===== config.mk =====
export PLATFORM = sky130hd
export DESIGN_NAME = fetch_unit
export DESIGN_NICKNAME = d
export VERILOG_FILES = /design/src/rtl/fetch_pkg.sv /design/src/rtl/fetch_fifo.sv /design/src/rtl/fetch_unit.sv
export SDC_FILE = /design/constraint.sdc
export NUM_CORES = 1
export LEC_CHECK = 0
export CORE_UTILIZATION = 50
export DETAILED_ROUTE_END_ITERATION = 16
export PLACE_DENSITY = 0.77
export SYNTH_ARGS = -nofsm -noshare
export SYNTH_HDL_FRONTEND = slang
export SYNTH_SLANG_ARGS = --single-unit

===== constraint.sdc =====
create_clock -name clk -period 7.7 [get_ports clk]
set_input_delay 1.155 -clock clk [delete_from_list [all_inputs] [get_ports clk]]
set_output_delay 1.155 -clock clk [all_outputs]
set_load 0.02 [all_outputs]

===== src/rtl/fetch_pkg.sv =====
// fetch_pkg: shared widths, PC step, default reset PC and the FIFO entry type
// used by the instruction-fetch stage.
package fetch_pkg;

  localparam int XLEN = 32;
  localparam logic [XLEN-1:0] PC_STEP = 32'd4;
  localparam logic [XLEN-1:0] RESET_PC_DEFAULT = 32'h0000_0000;

  typedef struct packed {
    logic [XLEN-1:0] pc;
    logic [XLEN-1:0] instr;
  } fetch_entry_t;

  // Sequential PC; wraps modulo 2^XLEN.
  function automatic logic [XLEN-1:0] pc_next(input logic [XLEN-1:0] pc);
    return pc + PC_STEP;
  endfunction

endpackage


===== src/rtl/fetch_fifo.sv =====
// fetch_fifo: small synchronous FIFO of {pc, instr} entries sitting between the
// memory response path and the decoder. Flush wins over a same-cycle push.
// DEPTH must be a power of two so the pointers wrap naturally.
module fetch_fifo
  import fetch_pkg::*;
#(
  parameter int DEPTH = 2,
  localparam int AW = (DEPTH > 1) ? $clog2(DEPTH) : 1,
  localparam int CW = $clog2(DEPTH + 1)
) (
  input  logic          clk,
  input  logic          rst,
  input  logic          i_push,
  input  fetch_entry_t  i_entry,
  input  logic          i_pop,
  input  logic          i_flush,
  output fetch_entry_t  o_head,
  output logic [CW-1:0] o_count,
  output logic          o_full,
  output logic          o_empty
);

  fetch_entry_t  r_mem [DEPTH];
  logic [AW-1:0] r_wptr;
  logic [AW-1:0] r_rptr;
  logic [CW-1:0] r_count;
  logic          w_do_push;
  logic          w_do_pop;

  assign o_count   = r_count;
  assign o_empty   = (r_count == '0);
  assign o_full    = (r_count == CW'(DEPTH));
  assign o_head    = r_mem[r_rptr];
  assign w_do_pop  = i_pop && !o_empty;
  assign w_do_push = i_push && (!o_full || w_do_pop);

  // Pointer and occupancy tracking; flush empties the FIFO and drops any push.
  always_ff @(posedge clk) begin
    if (rst || i_flush) begin
      r_wptr  <= '0;
      r_rptr  <= '0;
      r_count <= '0;
    end else begin
      if (w_do_push) r_wptr <= r_wptr + 1'b1;
      if (w_do_pop)  r_rptr <= r_rptr + 1'b1;
      case ({w_do_push, w_do_pop})
        2'b10:   r_count <= r_count + 1'b1;
        2'b01:   r_count <= r_count - 1'b1;
        default: r_count <= r_count;
      endcase
    end
  end

  // Entry storage; not reset because the top masks the head while empty.
  always_ff @(posedge clk) begin
    if (w_do_push && !i_flush && !rst) begin
      r_mem[r_wptr] <= i_entry;
    end
  end

endmodule


===== src/rtl/fetch_unit.sv =====
// fetch_unit: instruction-fetch stage. Owns the PC, issues word requests under a
// credit limit of DEPTH (outstanding + buffered), buffers responses in
// fetch_fifo and hands them to decode over valid/ready. Redirects flush the
// buffer and mark every still-outstanding response for discard.
// Optional build macro FETCH_MISALIGN_TRAP_EN: a redirect target with bit 1 set
// raises a sticky fetch_misaligned flag and halts fetching until reset.
// Without it, target bits [1:0] are simply forced to zero.
module fetch_unit
  import fetch_pkg::*;
#(
  parameter logic [XLEN-1:0] RESET_PC = RESET_PC_DEFAULT,
  parameter int              DEPTH    = 2
) (
  input  logic            clk,
  input  logic            rst,
  output logic            imem_req,
  output logic [XLEN-1:0] imem_addr,
  input  logic            imem_gnt,
  input  logic            imem_rvalid,
  input  logic [XLEN-1:0] imem_rdata,
  output logic            instr_valid,
  output logic [XLEN-1:0] instr,
  output logic [XLEN-1:0] instr_pc,
  input  logic            instr_ready,
  input  logic            redirect,
  input  logic            jalr,
  input  logic [XLEN-1:0] redirect_pc,
  output logic            fetch_misaligned
);

  localparam int CW = $clog2(DEPTH + 1);
  localparam int OW = CW + 1;

  logic [XLEN-1:0] r_fetch_pc;
  logic [XLEN-1:0] r_resp_pc;
  logic [CW-1:0]   r_outstanding;
  logic [CW-1:0]   r_drop;

  fetch_entry_t    w_head;
  fetch_entry_t    w_push_entry;
  logic [CW-1:0]   w_fifo_count;
  logic            w_fifo_full;
  logic            w_fifo_empty;
  logic            w_pop;
  logic            w_push;
  logic            w_req;
  logic            w_grant;
  logic            w_halted;
  logic [OW-1:0]   w_occupancy;
  logic [CW-1:0]   w_out_next;
  logic [XLEN-1:0] w_target_raw;
  logic [XLEN-1:0] w_target;

  assign w_pop        = instr_valid && instr_ready;
  assign w_target_raw = jalr ? {redirect_pc[XLEN-1:1], 1'b0} : redirect_pc;
  assign w_target     = {w_target_raw[XLEN-1:2], 2'b00};

  // A slot freed by this cycle's pop can be reused by this cycle's request.
  assign w_occupancy  = {1'b0, r_outstanding} + {1'b0, w_fifo_count} - OW'(w_pop);
  assign w_req        = !rst && !w_halted && (w_occupancy < OW'(DEPTH));
  assign w_grant      = w_req && imem_gnt;
  assign w_out_next   = r_outstanding + CW'(w_grant) - CW'(imem_rvalid);

  assign w_push       = imem_rvalid && (r_drop == '0);
  assign w_push_entry = '{pc: r_resp_pc, instr: imem_rdata};

  assign imem_req     = w_req;
  assign imem_addr    = r_fetch_pc;
  assign instr_valid  = !w_fifo_empty;
  assign instr        = instr_valid ? w_head.instr : '0;
  assign instr_pc     = instr_valid ? w_head.pc : '0;

`ifdef FETCH_MISALIGN_TRAP_EN
  logic r_misaligned;
  logic w_unused_bit0;

  assign w_unused_bit0    = w_target_raw[0];
  assign w_halted         = r_misaligned;
  assign fetch_misaligned = r_misaligned;

  // Sticky trap flag: a target with bit 1 set stops all further fetching.
  always_ff @(posedge clk) begin
    if (rst) begin
      r_misaligned <= 1'b0;
    end else if (redirect && w_target_raw[1]) begin
      r_misaligned <= 1'b1;
    end
  end
`else
  logic w_unused_lo;

  assign w_unused_lo      = ^w_target_raw[1:0];
  assign w_halted         = 1'b0;
  assign fetch_misaligned = 1'b0;
`endif

  // PC, response-PC, outstanding and drop bookkeeping. On redirect every
  // request still in flight after this edge (including a same-cycle grant,
  // excluding a same-cycle response) belongs to the old path and is dropped.
  always_ff @(posedge clk) begin
    if (rst) begin
      r_fetch_pc    <= RESET_PC;
      r_resp_pc     <= RESET_PC;
      r_outstanding <= '0;
      r_drop        <= '0;
    end else begin
      r_outstanding <= w_out_next;
      if (redirect) begin
        r_fetch_pc <= w_target;
        r_resp_pc  <= w_target;
        r_drop     <= w_out_next;
      end else begin
        if (w_grant) begin
          r_fetch_pc <= pc_next(r_fetch_pc);
        end
        if (imem_rvalid) begin
          if (r_drop != '0) begin
            r_drop <= r_drop - 1'b1;
          end else begin
            r_resp_pc <= pc_next(r_resp_pc);
          end
        end
      end
    end
  end

  fetch_fifo #(
    .DEPTH (DEPTH)
  ) u_fifo (
    .clk     (clk),
    .rst     (rst),
    .i_push  (w_push),
    .i_entry (w_push_entry),
    .i_pop   (w_pop),
    .i_flush (redirect),
    .o_head  (w_head),
    .o_count (w_fifo_count),
    .o_full  (w_fifo_full),
    .o_empty (w_fifo_empty)
  );

  // The credit limit reserves a slot per request, so a push never finds the
  // FIFO full, and memory never answers more requests than were granted.
  always_ff @(posedge clk) begin
    if (!rst) begin
      assert (redirect || !(w_push && w_fifo_full && !w_pop));
      assert (!(imem_rvalid && (r_outstanding == '0)));
    end
  end

endmodule


==> results.txt <==
The cell count after placement is roughly 1100. The net switching share of the total power came out at ~25%. The number of synthesized flops with an enable pin came out at approximately 120. The flow ran to the end, and the final reports show no timing, DRC or antenna violations. The path with the worst hold slack has its endpoint at u_fifo.r_mem[1][52]. The worst slew margin relative to its limit came out at 29.1%. The number of top-level pins came out at between 150 and 200.

The sequential share of power came out at 48.3%. The clock transition at the registers of the reported paths is approximately 60 ps. The library cell used most frequently in the layout, excluding fill and tap cells, is sky130_fd_sc_hd__clkdlybuf4s50_1.

The maximum level of the CTS H-tree is 4. In this run the worst hold path is classified as reg -> reg. The global router's overall resource usage is approximately a fifth.

The number of clock sinks is 193. The transition time at the pin with the least slew margin came out at 1060 ps. The total global routing overflow came out at 0. Dividing the detail-routed wire length by the instance count gives between 15 and 20 microns. The highest achievable clock rate is 197 MHz. The height of the chip is around 130 microns. The row count came out at 48. In this run the most critical hold path is launched from r_resp_pc[20]. Of all nets on the critical path, the largest fanout is 6. The largest net degree at the start of global routing came out at 64.

The netlist uses just over 60 different library cells. Counting instances, the worst hold path has a depth of 0. The count of warnings emitted by yosys came out at 0. The layout has 1348 filler cells.

The number of antenna repair diodes came out at 0. Clock skew on the completed layout was measured at about 9.6 ps. Setup repair after global routing left no endpoint under its margin.

The most numerous cell type found on the critical path is sky130_fd_sc_hd__clkdlybuf4s50_1. The routability-driven placement congestion ratio is roughly 0.84. The synthesized design contains about 190 register bits. Counting cells, the worst reg-to-reg path comes to 11. The tool flagged a number of max-cap violations equal to 0. The mean instance size in the synthesized netlist came out at roughly 12 sq um.

The power per cell area is ~220 mW/mm^2. For this design the total switching power over the nets is 0.626 mW. The fraction of the cycle the final worst path needs is about 66%. The post-route setup TNS is 0 ps. For this run, the leading register cell type out of synthesis is sky130_fd_sc_hd__edfxtp_1. The number of hold violations in the final report is 0. The sequential element share of the synthesized area came out at approximately three fifths. The overall power of the completed layout came out at approximately 2.5 mW.

The hold buffer count at CTS came out at 0. The reg-to-reg endpoint is imem_addr[25]. Setup slack on the worst reg-to-reg path comes out at between 3000 and 4000 ps.

The final count of negative-setup-slack endpoints came out at 0. The final instance area is about 0.011 sq mm. The maximum single-stage delay on the critical path is a little over 600 ps. The async set or reset register ratio after synthesis came out at 0%. The initial DRC count is roughly 420. The fraction of layout cells with a size suffix above 1 is 5.74%.

The post-CTS setup-driven buffer insertion count came out at 0. The later-pin clock latency in the skew report is 430 ps. The via count of the first global-routing pass is approximately 6000. The effective utilization at floorplan is 50.9%. The capturing element type of the critical path is an output pin.

The power share of the combinational group is approximately 15%. The number of gates resized after CTS was 0. Leaving out fill and tap cells, the most frequent cells in the layout are 161 x sky130_fd_sc_hd__clkdlybuf4s50_1, 124 x sky130_fd_sc_hd__edfxtp_1, 80 x sky130_fd_sc_hd__nor2_1. The post-synthesis instance area came out at slightly below 0.009 sq mm. Clock tree synthesis selected as its root buffer the cell sky130_fd_sc_hd__clkbuf_16. The largest buffer count on any clock path is 2.

The initial antenna violation count came to 0. The fraction of power consumed by the clock network came out at a little over a third. By startpoint and endpoint, the worst setup path is classified as in -> out. Synthesis produced a netlist whose cell count is 752.

In this run the static leakage power is about 3.6 nW. The via density per instance came out at 5.68. The chip width is approximately 130 microns. The first global-routing pass estimated about 30 mm of wire. The area after detailed placement came out at about 0.011 sq mm. The final standard cell count with taps included and fillers excluded came out at about 1100. In this run the critical register-to-register path is launched from u_fifo.o_count[0]. In the final design database the tool counted approximately 970 nets. The count of buffers added on input and output ports is between 150 and 200.

Relative to the synthesized area, the layout overhead comes to 27.2%. The floorplan step defined a die boundary enclosing 0.0181 sq mm. The detailed-routing iteration count for the pre-antenna-repair pass came out at 5. Walking the worst path, the cells encountered are clkdlybuf4s50_1 > and2_1 > ha_1 > nand2b_1 > fa_1 > xor2_1 > and3_1 > clkdlybuf4s50_1. STA classifies the critical path startpoint as an input port. The detailed-route wire length is 18.8 mm. The number of max-slew violations in the final report came out at 0. The count of nets left with antenna violations once routing finished came out at 0. The post-route DRC violation count is 0. The TritonCTS clock tree is yes. The signal arrival time at the worst endpoint is just under 4000 ps.

The number of clock buffers inserted by TritonCTS is 17. The slowest stage of the critical path is the sky130_fd_sc_hd__clkdlybuf4s50_1 cell. The HPWL after detailed placement came out at 12.6 mm.

The total core area came out at 0.0172 sq mm. At the worst endpoint, the required time is between 6000 and 7000 ps. The total number of vias came out at between 6000 and 7000. Cell internal power was estimated by the tool at roughly 1.9 mW.

The worst IR drop on VDD is 0.000180 V. The clock period could shrink to approximately 5000 ps. Hold is met by between 500 and 600 ps.
## metal layers
metal,wire length [microns],vias to the layer above,global-route usage (%)
li1,-,3131,-
met1,8650,3039,29.1
met2,8660,228,34.1
met3,1200,26,4.77
met4,255,0,5.93
met5,0,-,0
## critical path, delay by kind of cell
kind / cells / cell delay [ps]
buffers and inverters: 2 / 1180
adders and majority gates: 2 / 700
and+or+nand+nor: 3 / 620
xor gates and xnor gates: 1 / 270
## state kept, by name, indices dropped and copies added (netlist names), named ones only
signal	count
imem_addr	30
r_drop	2
r_outstanding	2
r_resp_pc	30
u_fifo.o_count	2
u_fifo.r_mem	124
u_fifo.r_rptr	1
u_fifo.r_wptr	1
## power by group through the flow
stage / logic, mW / clock network (mW) / registers [mW]
2_1_floorplan: 0.229 / 0 / 1.23
6_report: 0.387 / 0.910 / 1.21
3_3_place_gp: 0.380 / 0 / 1.23
4_1_cts: 0.390 / 0.924 / 1.21
3_5_place_dp: 0.386 / 0 / 1.23
5_1_grt: 0.422 / 0.964 / 1.22
## cell families after synthesis
logic type               count (synthesis)  synth area share (%)
AO/OA/AOI/OAI                          135                  11.4
adder cells (fa/ha/maj)                  8                  1.23
buffers and inverters                   70                  3.39
multiplexers                            65                  7.42
other                                    1                0.0427
AND/OR/NAND/NOR                        257                  16.0
XOR/XNOR                                23                  2.38
flip-flops                             193                  58.2
## final cells by class
| cell class | instances | area, sq um | share of cell area [%] |
|---|---|---|---|
| timing repair buffer | 168 | 1660 | 14.9 |
| inverter | 20 | 75.1 | 0.673 |
| clock inverter | 14 | 186 | 1.67 |
| tap | 225 | 282 | 2.52 |
| multi-input combinational | 493 | 3410 | 30.6 |
| sequential | 193 | 5110 | 45.8 |
| clock buffer | 18 | 429 | 3.85 |
## per-stage QoR
stage               utilization [%]  setup WS [ps]
finish                         64.7           2640
global route                   64.7           2520
CTS                            64.7           2630
detailed placement             61.2           2660
global placement               61.2           2700
floorplan                         -            933
## Yosys cell counts, drive strengths merged (10+ instances only)
cell type / count / area, sq um
a21boi: 16 / 120
a311oi: 10 / 87.6
a31oi: 13 / 81.3
and3: 12 / 75.1
and4: 10 / 87.6
buf: 19 / 105
clkbuf: 31 / 118
dfxtp: 69 / 1380
edfxtp: 124 / 3720
inv: 20 / 75.1
mux2i: 65 / 651
nand2: 30 / 113
nand3: 15 / 75.1
nand4: 16 / 113
nor2: 81 / 304
nor3: 15 / 75.1
nor4: 25 / 163
o21a: 18 / 135
o21ai: 17 / 85.1
o31a: 17 / 149
o31ai: 12 / 90.1
or3: 11 / 68.8
or4: 15 / 120
xnor2: 14 / 130
## worst max path at each step
stage                          to  cells after the start  slack (ps)         startpoint
6_report                 imem_req                      8        2640        instr_ready
5_1_grt                  imem_req                     10        2520  u_fifo.o_count[0]
4_1_cts                  imem_req                      8        2630        instr_ready
3_5_place_dp             imem_req                      8        2660        instr_ready
3_3_place_gp             imem_req                      8        2700        instr_ready
2_1_floorplan  u_fifo.r_mem[1][0]                      3         930           redirect
(Power assumes the default switching activity.)
